## config.mk

```make
export PLATFORM = sky130hd
export DESIGN_NAME = mem_access_ctrl
export DESIGN_NICKNAME = d
export VERILOG_FILES = /design/src/rtl/mem_access_ctrl.sv
export SDC_FILE = /design/constraint.sdc
export NUM_CORES = 1
export LEC_CHECK = 0
export CAP_MARGIN = 20
export CORE_UTILIZATION = 41
export CTS_BUF_LIST = sky130_fd_sc_hd__clkbuf_8
export DETAILED_ROUTE_END_ITERATION = 16
export PLACE_DENSITY_LB_ADDON = 0.3
export SYNTH_ARGS = -nofsm -noshare
export SYNTH_HDL_FRONTEND = slang
export SYNTH_SLANG_ARGS = --single-unit
```

## constraint.sdc

```tcl
create_clock -name clk -period 3.4 [get_ports clk]
set_clock_uncertainty 0.15 [all_clocks]
set_input_delay 0.34 -clock clk [delete_from_list [all_inputs] [get_ports clk]]
set_output_delay 0.34 -clock clk [all_outputs]
set_load 0.05 [all_outputs]
```

## src/rtl/mem_access_ctrl.sv

```systemverilog
// Data-memory access sequencer: req/ready handshake, pipeline stall/bubble, load-data capture.
// Optional REQ-state abort timer enabled by defining MEM_TIMEOUT_EN.
module mem_access_ctrl #(
    parameter int ADDR_W  = 32,
    parameter int TIMEOUT = 64
) (
    input  logic              clk,
    input  logic              reset,
    input  logic              MemReadin,
    input  logic              MemWritein,
    input  logic [ADDR_W-1:0] aluresult,
    input  logic [ADDR_W-1:0] wdata,
    input  logic              mem_ready,
    input  logic [ADDR_W-1:0] mem_rdata,
    output logic              mem_req,
    output logic              mem_we,
    output logic [ADDR_W-1:0] mem_addr,
    output logic [ADDR_W-1:0] mem_wdata,
    output logic              stall,
    output logic              bubble,
    output logic [ADDR_W-1:0] rdata,
    output logic              timeout_err
);

    typedef enum logic [1:0] {IDLE, REQ, DONE} state_t;

    state_t state, state_nxt;
    logic   access;
    logic   timeout_hit;

    assign access = MemReadin | MemWritein;

`ifdef MEM_TIMEOUT_EN
    localparam int CW = $clog2(TIMEOUT) + 1;
    logic [CW-1:0] cnt;

    // Completion on the final cycle wins over the abort.
    assign timeout_hit = (state == REQ) && !mem_ready && (cnt == CW'(TIMEOUT - 1));

    always_ff @(posedge clk or posedge reset) begin
        if (reset)
            cnt <= '0;
        else if (state == IDLE && access)
            cnt <= '0;
        else if (state == REQ && !mem_ready)
            cnt <= cnt + 1'b1;
    end

    always_ff @(posedge clk or posedge reset) begin
        if (reset)
            timeout_err <= 1'b0;
        else if (timeout_hit)
            timeout_err <= 1'b1;
    end
`else
    assign timeout_hit = 1'b0;
    assign timeout_err = 1'b0;
`endif

    always_ff @(posedge clk or posedge reset) begin
        if (reset)
            state <= IDLE;
        else
            state <= state_nxt;
    end

    always_comb begin
        state_nxt = state;
        stall     = 1'b0;
        case (state)
            IDLE: begin
                if (access) begin
                    stall     = 1'b1;
                    state_nxt = REQ;
                end
            end
            REQ: begin
                stall = 1'b1;
                if (mem_ready || timeout_hit)
                    state_nxt = DONE;
            end
            // EX/MEM still holds the finished instruction here, so access is ignored.
            DONE:    state_nxt = IDLE;
            default: state_nxt = IDLE;
        endcase
    end

    assign bubble = stall;

    always_ff @(posedge clk or posedge reset) begin
        if (reset) begin
            mem_req   <= 1'b0;
            mem_we    <= 1'b0;
            mem_addr  <= '0;
            mem_wdata <= '0;
            rdata     <= '0;
        end else begin
            case (state)
                IDLE: begin
                    if (access) begin
                        mem_req   <= 1'b1;
                        mem_we    <= MemWritein;
                        mem_addr  <= aluresult;
                        mem_wdata <= wdata;
                    end
                end
                REQ: begin
                    if (mem_ready) begin
                        mem_req <= 1'b0;
                        if (!mem_we)
                            rdata <= mem_rdata;
                    end else if (timeout_hit) begin
                        mem_req <= 1'b0;
                        rdata   <= '0;
                    end
                end
                default: ;
            endcase
        end
    end

endmodule

```

* Yosys cells after proc, flatten, opt, wreduce, memory -nomap -nowiden
Cells that the tools add are included.
** Storage, ports and cells
- Flip-flop bits (word level) :: 100
- Bits of input ports :: 101
- Output and inout port bits :: 101
- Logic and storage cells :: 25
** Operators by class
- Equal/unequal tests :: 3
- Multiplexer cells :: 8
- Bitwise logic cells :: 2
- Reduce and logical (&&, ||, !) cells :: 6
** Operator list (number)
- $reduce_and 3->1 :: 2
- $mux 2 :: 2
- $ne 2x2->1 const B :: 2
- $pmux 1 s2 :: 2
- $pmux 2 s2 :: 1
- $reduce_and 2->1 :: 2
- $mux 1 :: 3
- $eq 2x1->1 const B :: 1
- $logic_not 2->1 :: 1
- $reduce_bool 2->1 :: 1
- $not 1->1 :: 1
- $or 1x1->1 :: 1

* Depth between registers and ports, before layout
- Depth after elaboration :: 3
- Depth in mapped cells :: 5
- Gate-level depth less buffers :: 3

* Worst setup path after synthesis
OpenSTA, ideal clock, no wires.
- Kind :: register -> output
- From :: register state[0]
- To :: output stall
- Data arrival time :: 1.458 ns
- Data required time :: 2.910 ns
- Setup slack :: 1.452 ns
- Cell stages (with the launch flop) :: 4
- Buffers on the path :: 1
- Cell sequence :: dfrtp_1 > nor3_1 > nor2_1 > buf_4
** On the way
- Word-level cells in the longest chain between the ends :: 2
- Elaborated cells on any way between the ends :: 3
- Classes of those cells :: 1 x eq/ne; 1 x mux; 1 x reduce/logical
** RTL lines
- start: declaration :: line 27 : state_t state, state_nxt;
- start signal: assignment :: line 64 : state <= state_nxt;
- $eq 2x1->1 / $logic_not 2->1 (equally long branches) :: line 70 : case (state)
- $pmux 1 s2 (*) :: line 70
- end: declaration :: line 19 : output logic stall,
Every way passes the cells marked *; elsewhere a longest branch is shown, timed or not.

* Worst setup path after layout
- From :: input MemReadin
- To :: output bubble
** On the way
- Word-level cells in the longest chain between the ends :: 3
** RTL lines
- start: declaration :: line 9 : input logic MemReadin,
- $or 1x1->1 :: line 31 : assign access = MemReadin | MemWritein;
- $mux 1 :: line 72 : if (access) begin
- $pmux 1 s2 :: line 70
- end: declaration :: line 20 : output logic bubble,
Every way passes these cells.

==> results.sh <==
export IMPL_die_area_um2=10000
export IMPL_clk_pin_slew_worst_paths_ns=0.09
export IMPL_grt_pass1_vias=2882
export IMPL_setup_viol_count_final=0
export IMPL_ys_seq_area_frac=0.635
export IMPL_area_growth_syn_to_layout_pct=57.6
export IMPL_port_buffers=200
export IMPL_cts_htree_levels=3
export IMPL_synth_warnings=0
export IMPL_grt_pass1_wl_um=14800
export IMPL_vias=2636
export IMPL_cp_depth=4
export IMPL_status="finished clean"
export IMPL_fin_nets=526
export IMPL_antenna_found_initial=0
export IMPL_grt_usage=0.196
export IMPL_maxCapViolCount=0
export IMPL_ys_flop_type="dfrtp_1"
export IMPL_crit_type="in -> out"
export IMPL_synth_seq_cells=100
export IMPL_rsz0062_at_grt="false"
export IMPL_post_route_min_period_ns=2.50
export IMPL_p_per_area_nw_per_um2=1180
export IMPL_ant_nets=0
export IMPL_hold_viol_final=0
export IMPL_critical_path_top_delay_family="buffers and inverters"
export IMPL_yosysUniqueCellTypes=20
export IMPL_hold_ws_ns=0.260
export IMPL_path_max_fanout=3
export IMPL_synth_avg_cell_area_um2=17.7
export IMPL_peakVddDrop_v=0.000793
export IMPL_clock_path_buffers=2
export IMPL_gpl_final_weighted_congestion=0.671
export IMPL_clock_latency_ns=0.36
export IMPL_synthTopCellsByArea="dfrtp_1 (63%), mux2_2 (19%), mux2_4 (11%)"
export IMPL_num_io_pins=202
export IMPL_rows=35
export IMPL_drc=0
export IMPL_start_util=0.425
export IMPL_die_x_um=100
export IMPL_slew_headroom=0.550
export IMPL_netlist_area_leader_share=0.635
export IMPL_power_mw=7.33
export IMPL_cp_slowest_cell="clkdlybuf4s50_1"
export IMPL_synthCells=223
export IMPL_worst_pin_slew_ns=0.675
export IMPL_r2r_cells=4
export IMPL_cts_tree="built"
export IMPL_fp_coreArea_um2=9280
export IMPL_synthArstFlopShare=1.00
export IMPL_hold_buffers=0
export IMPL_start_kind="input pin"
export IMPL_yosysTopAreaCell="dfrtp_1"
export IMPL_syn_nets=324
export IMPL_drtIter0Drc=24
export IMPL_drv_slew=0
export IMPL_cts_num_sinks=100
export IMPL_min_path_type="in -> async"
export IMPL_synthesis_area_um2=3940
export IMPL_hpwl_um=6900
export IMPL_routedWlPerCell_um=16.7
export IMPL_required_ns=2.91
export IMPL_worst_ep_arrival_time_ns=2.01
export IMPL_r2r_start="state[0]"
export IMPL_nFillCells=694
export IMPL_power_leakage_nw=2.59
export IMPL_crit_start="MemReadin"
export IMPL_cts_resized=0
export IMPL_path_cells="clkdlybuf4s50_1, nor3_1, nor2_1, clkdlybuf4s50_1"
export IMPL_yosysMostFrequentCell="dfrtp_1"
export IMPL_antenna_cells=0
export IMPL_die_h_um=100
export IMPL_tns_ns=0
export IMPL_first_pass_iters=4
export IMPL_cp_num_buf_inv=2
export IMPL_routed_wl_um=9280
export IMPL_max_stage_delay_ns=0.87
export IMPL_critPathCaptureType="output port"
export IMPL_synth_edf_count=0
export IMPL_viasPerCell=4.73
export IMPL_post_cts_buffers=0
export IMPL_overflow=0
export IMPL_ys_top_cells_by_count="dfrtp_1 (100), mux2_2 (66), mux2_4 (30)"
export IMPL_cpMostUsedCell="clkdlybuf4s50_1"
export IMPL_grt_max_degree=55
export IMPL_finalCritPeriodShare=0.735
export IMPL_drive_above_1_share=0.269
export IMPL_cts_made_buffers=9
export IMPL_max_freq_ghz=0.400
export IMPL_clockRootBuffer="clkbuf_8"
## registers in the layout, summed over array words and instances, names as in the netlist
signal	cells
mem_req	1
mem_wdata	32
mem_addr	32
mem_we	1
rdata	32
state	2
## placed cells by master (no fill, tap or decap), drive strengths merged
cell type,netlist,layout
a211o,1,1
o21a,1,1
mux2,96,96
clkdlybuf4s50,0,200
buf,13,4
inv,1,3
conb,1,1
dfrtp,100,100
bufinv,0,2
a22o,1,1
nand2,1,1
and3b,1,1
nor3,1,1
nor2,2,2
a211oi,1,1
clkbuf,0,10
nor2b,2,2
nand2b,1,1
## path summary, 6_finish.rpt
kind	endpoint	slack, ns
setup / recovery	bubble	0.90
hold / removal	mem_addr[1]	0.26
setup reg to reg	mem_wdata[5]	1.18
hold reg to reg	mem_addr[0]	0.36
max in group asynchronous	rdata[1]	2.12
min in group clk	mem_addr[0]	0.36
## cell families after synthesis
group | synth area share
AO/OA/AOI/OAI | 0.00825
buffers and inverters | 0.0403
flip-flops | 0.635
multiplexers | 0.303
other | 0.000951
AND/OR/NAND/NOR | 0.0130
## final cells by class
cell class	instances	area, um2	area share
clock buffer	10	138	0.0221
clock inverter	4	67.6	0.0109
inverter	1	6.26	0.00101
multi-input combinational	109	1280	0.206
sequential	100	2500	0.403
tap	129	161	0.0260
timing repair buffer	204	2060	0.331
## where the power goes
group          total [mW]  switching (mW)  internal [mW]
logic                4.44            2.73           1.72
clock network       0.794           0.372          0.422
registers            2.09           0.318           1.78
total                7.33            3.42           3.91
## through the flow
stage / cells / setup WS [ns] / utilization / instance area (um2)
after detailed placement: 543 / 0.902 / 0.647 / 6010
after global routing: 557 / 0.810 / 0.669 / 6210
after floorplan: 223 / 0.291 / - / 3940
after global placement: 543 / 0.890 / 0.647 / 6010
final: 557 / 0.900 / 0.669 / 6210
after CTS: 557 / 0.887 / 0.669 / 6210
## per-layer routing
layer / global-route usage / vias to the layer above / wire (um) / share of wire
met3: 0.0926 / 14 / 1030 / 0.11
met5: 0 / - / 0 / 0
met1: 0.231 / 1311 / 3610 / 0.39
met4: 0.0669 / 0 / 142 / 0.015
met2: 0.316 / 138 / 4500 / 0.48
li1: - / 1173 / - / -
Power figures use the tool's default switching activity.
==> RTL change: new RTL, config.mk and constraints unchanged <==
The option `MEM_TIMEOUT_EN` is turned on by a define.
--- a/src/rtl/mem_access_ctrl.sv
+++ b/src/rtl/mem_access_ctrl.sv
@@ -1,5 +1,7 @@
 // Data-memory access sequencer: req/ready handshake, pipeline stall/bubble, load-data capture.
 // Optional REQ-state abort timer enabled by defining MEM_TIMEOUT_EN.
+`define MEM_TIMEOUT_EN
+
 module mem_access_ctrl #(
     parameter int ADDR_W  = 32,
     parameter int TIMEOUT = 64
Check against the original RTL: same outputs for any inputs over 10 cycles, from zero or initial values and one cycle with reset high; that may be too few to reach the edited logic, so the function may still have changed.
==> RTL change against the original RTL <==
Worst setup slack better by 0.087 ns. Final area is 6.5% higher. Routed wire length grew 14%. Sequential cell count is 8 higher. First-iteration DRC count grew to 5.6 times the old value. Synthesized area increased by 9.1%. Global-route usage is 0.13 points higher. Power down 1.0%. Combinational power decreased by 1%. Largest cell class unchanged. Largest power group unchanged.
==> RTL change: results (changes against the original RTL) <==
die_area_sq_um: 10910  # was 10010 sq um
synth_compound_area_frac: 0.06775  # was 0.008251
clock_sinks: 108  # was 100
fillers: 817  # was 694
synth_nets: 441  # was 324
power.total_mw: 7.260  # was 7.333 mW
hpwlAfterDp_um: 7698  # was 6900 um
layout-drive-gt1-share: 0.1725  # was 0.2687
synth_mux_area_frac: 0.1675  # was 0.3028
instances_no_fill: 675  # was 557
place_inst: 659  # was 543
synthTopCellsByArea: "dfrtp_1 63%, mux2_2 17%, nand2_1 6.0%, o22ai_1 4.8%, buf_6 1.3%"  # was dfrtp_1 63%, mux2_2 19%, mux2_4 11%, buf_6 1.7%, buf_12 1.5%
multi_input_area_share: 0.2210  # was 0.2064
arrival_ns: 1.92  # was 2.01 ns
synth_cell_types: 31  # was 20
synthTopCellsByCount: "108 x dfrtp_1, 69 x nand2_1, 64 x mux2_2"  # was 100 x dfrtp_1, 66 x mux2_2, 30 x mux2_4
syn_to_final_growth_pct: 53.82  # was 57.63%
cpPeakStageDelay_ns: 0.83  # was 0.87 ns
leakage_nw: 2.731  # was 2.594 nW
drt_iter0_drc: 135  # was 24
ctsHtreeMaxLevel: 3  # unchanged
seq-cell-share: 0.4083  # was 0.4027
grt_usage: 0.1971  # was 0.1958
grt_max_degree: 73  # was 55
clkPwrFrac: 0.097  # was 0.108
vdd_ir_drop_max_v: 0.0007195  # was 0.0007932 V
p_seq_frac: 0.298  # was 0.286
vias: 3307  # was 2636
port_buffers: 201  # was 200
intPower_mw: 3.751  # was 3.914 mW
wl_um: 10550  # was 9281 um
syn_avg_cell_area_sq_um: 12.69  # was 17.68 sq um
dpl_worst_slack_ns: 0.6108  # was 0.9016 ns
layout.nets: 636  # was 526
grt_pass1_wl_um: 16950  # was 14750 um
num-multi-input-gates: 205  # was 109
nonClkBufAreaFrac: 0.3164  # was 0.3310
inv_count: 3  # was 1
outcome: "finished clean"  # unchanged
synth_fa_ha_area_frac: 0.002908  # was 0
use_met1: 0.2161  # was 0.2308
top_layer: "met4"  # unchanged
ys_seq_area_frac: 0.6281  # was 0.6347
grt_pass1_vias: 3459  # was 2882
max_slew_margin: 0.5662  # was 0.5500
met2_wirelength_um: 5712  # was 4500 um
placement.cell_area_sq_um: 6444  # was 6010 sq um
gp_congestion: 0.7611  # was 0.6705
route.layer.met1.wl_um: 4047  # was 3608 um
## RTL change: cell count changes in the layout (fill, tap and decap cells not counted), moves of 6 or more
| cell | change |
|---|---|
| o22ai_1 | +33 |
| mux2_4 | -30 |
| nand2_1 | +68 |
| dfrtp_1 | +8 |
| a21oi_1 | +6 |
## RTL change: worst register-to-register path, cell delays in order, from the launching register on
cell and delay [ns]:
dfrtp_1 0.47, or3b_4 0.48, nor4_4 0.26, buf_4 0.36, o22ai_1 0.17
## RTL change: path summary, 6_finish.rpt
kind,from,to,slack [ns],cells after the start
setup / recovery,MemWritein,stall,0.99,4
hold / removal,reset,mem_addr[6],0.23,2
setup reg to reg,state[1],rdata[19],1.38,4
hold reg to reg,timeout_err,timeout_err,0.34,1
max in group asynchronous,reset,mem_addr[26],2.10,3
min in group clk,timeout_err,timeout_err,0.34,1
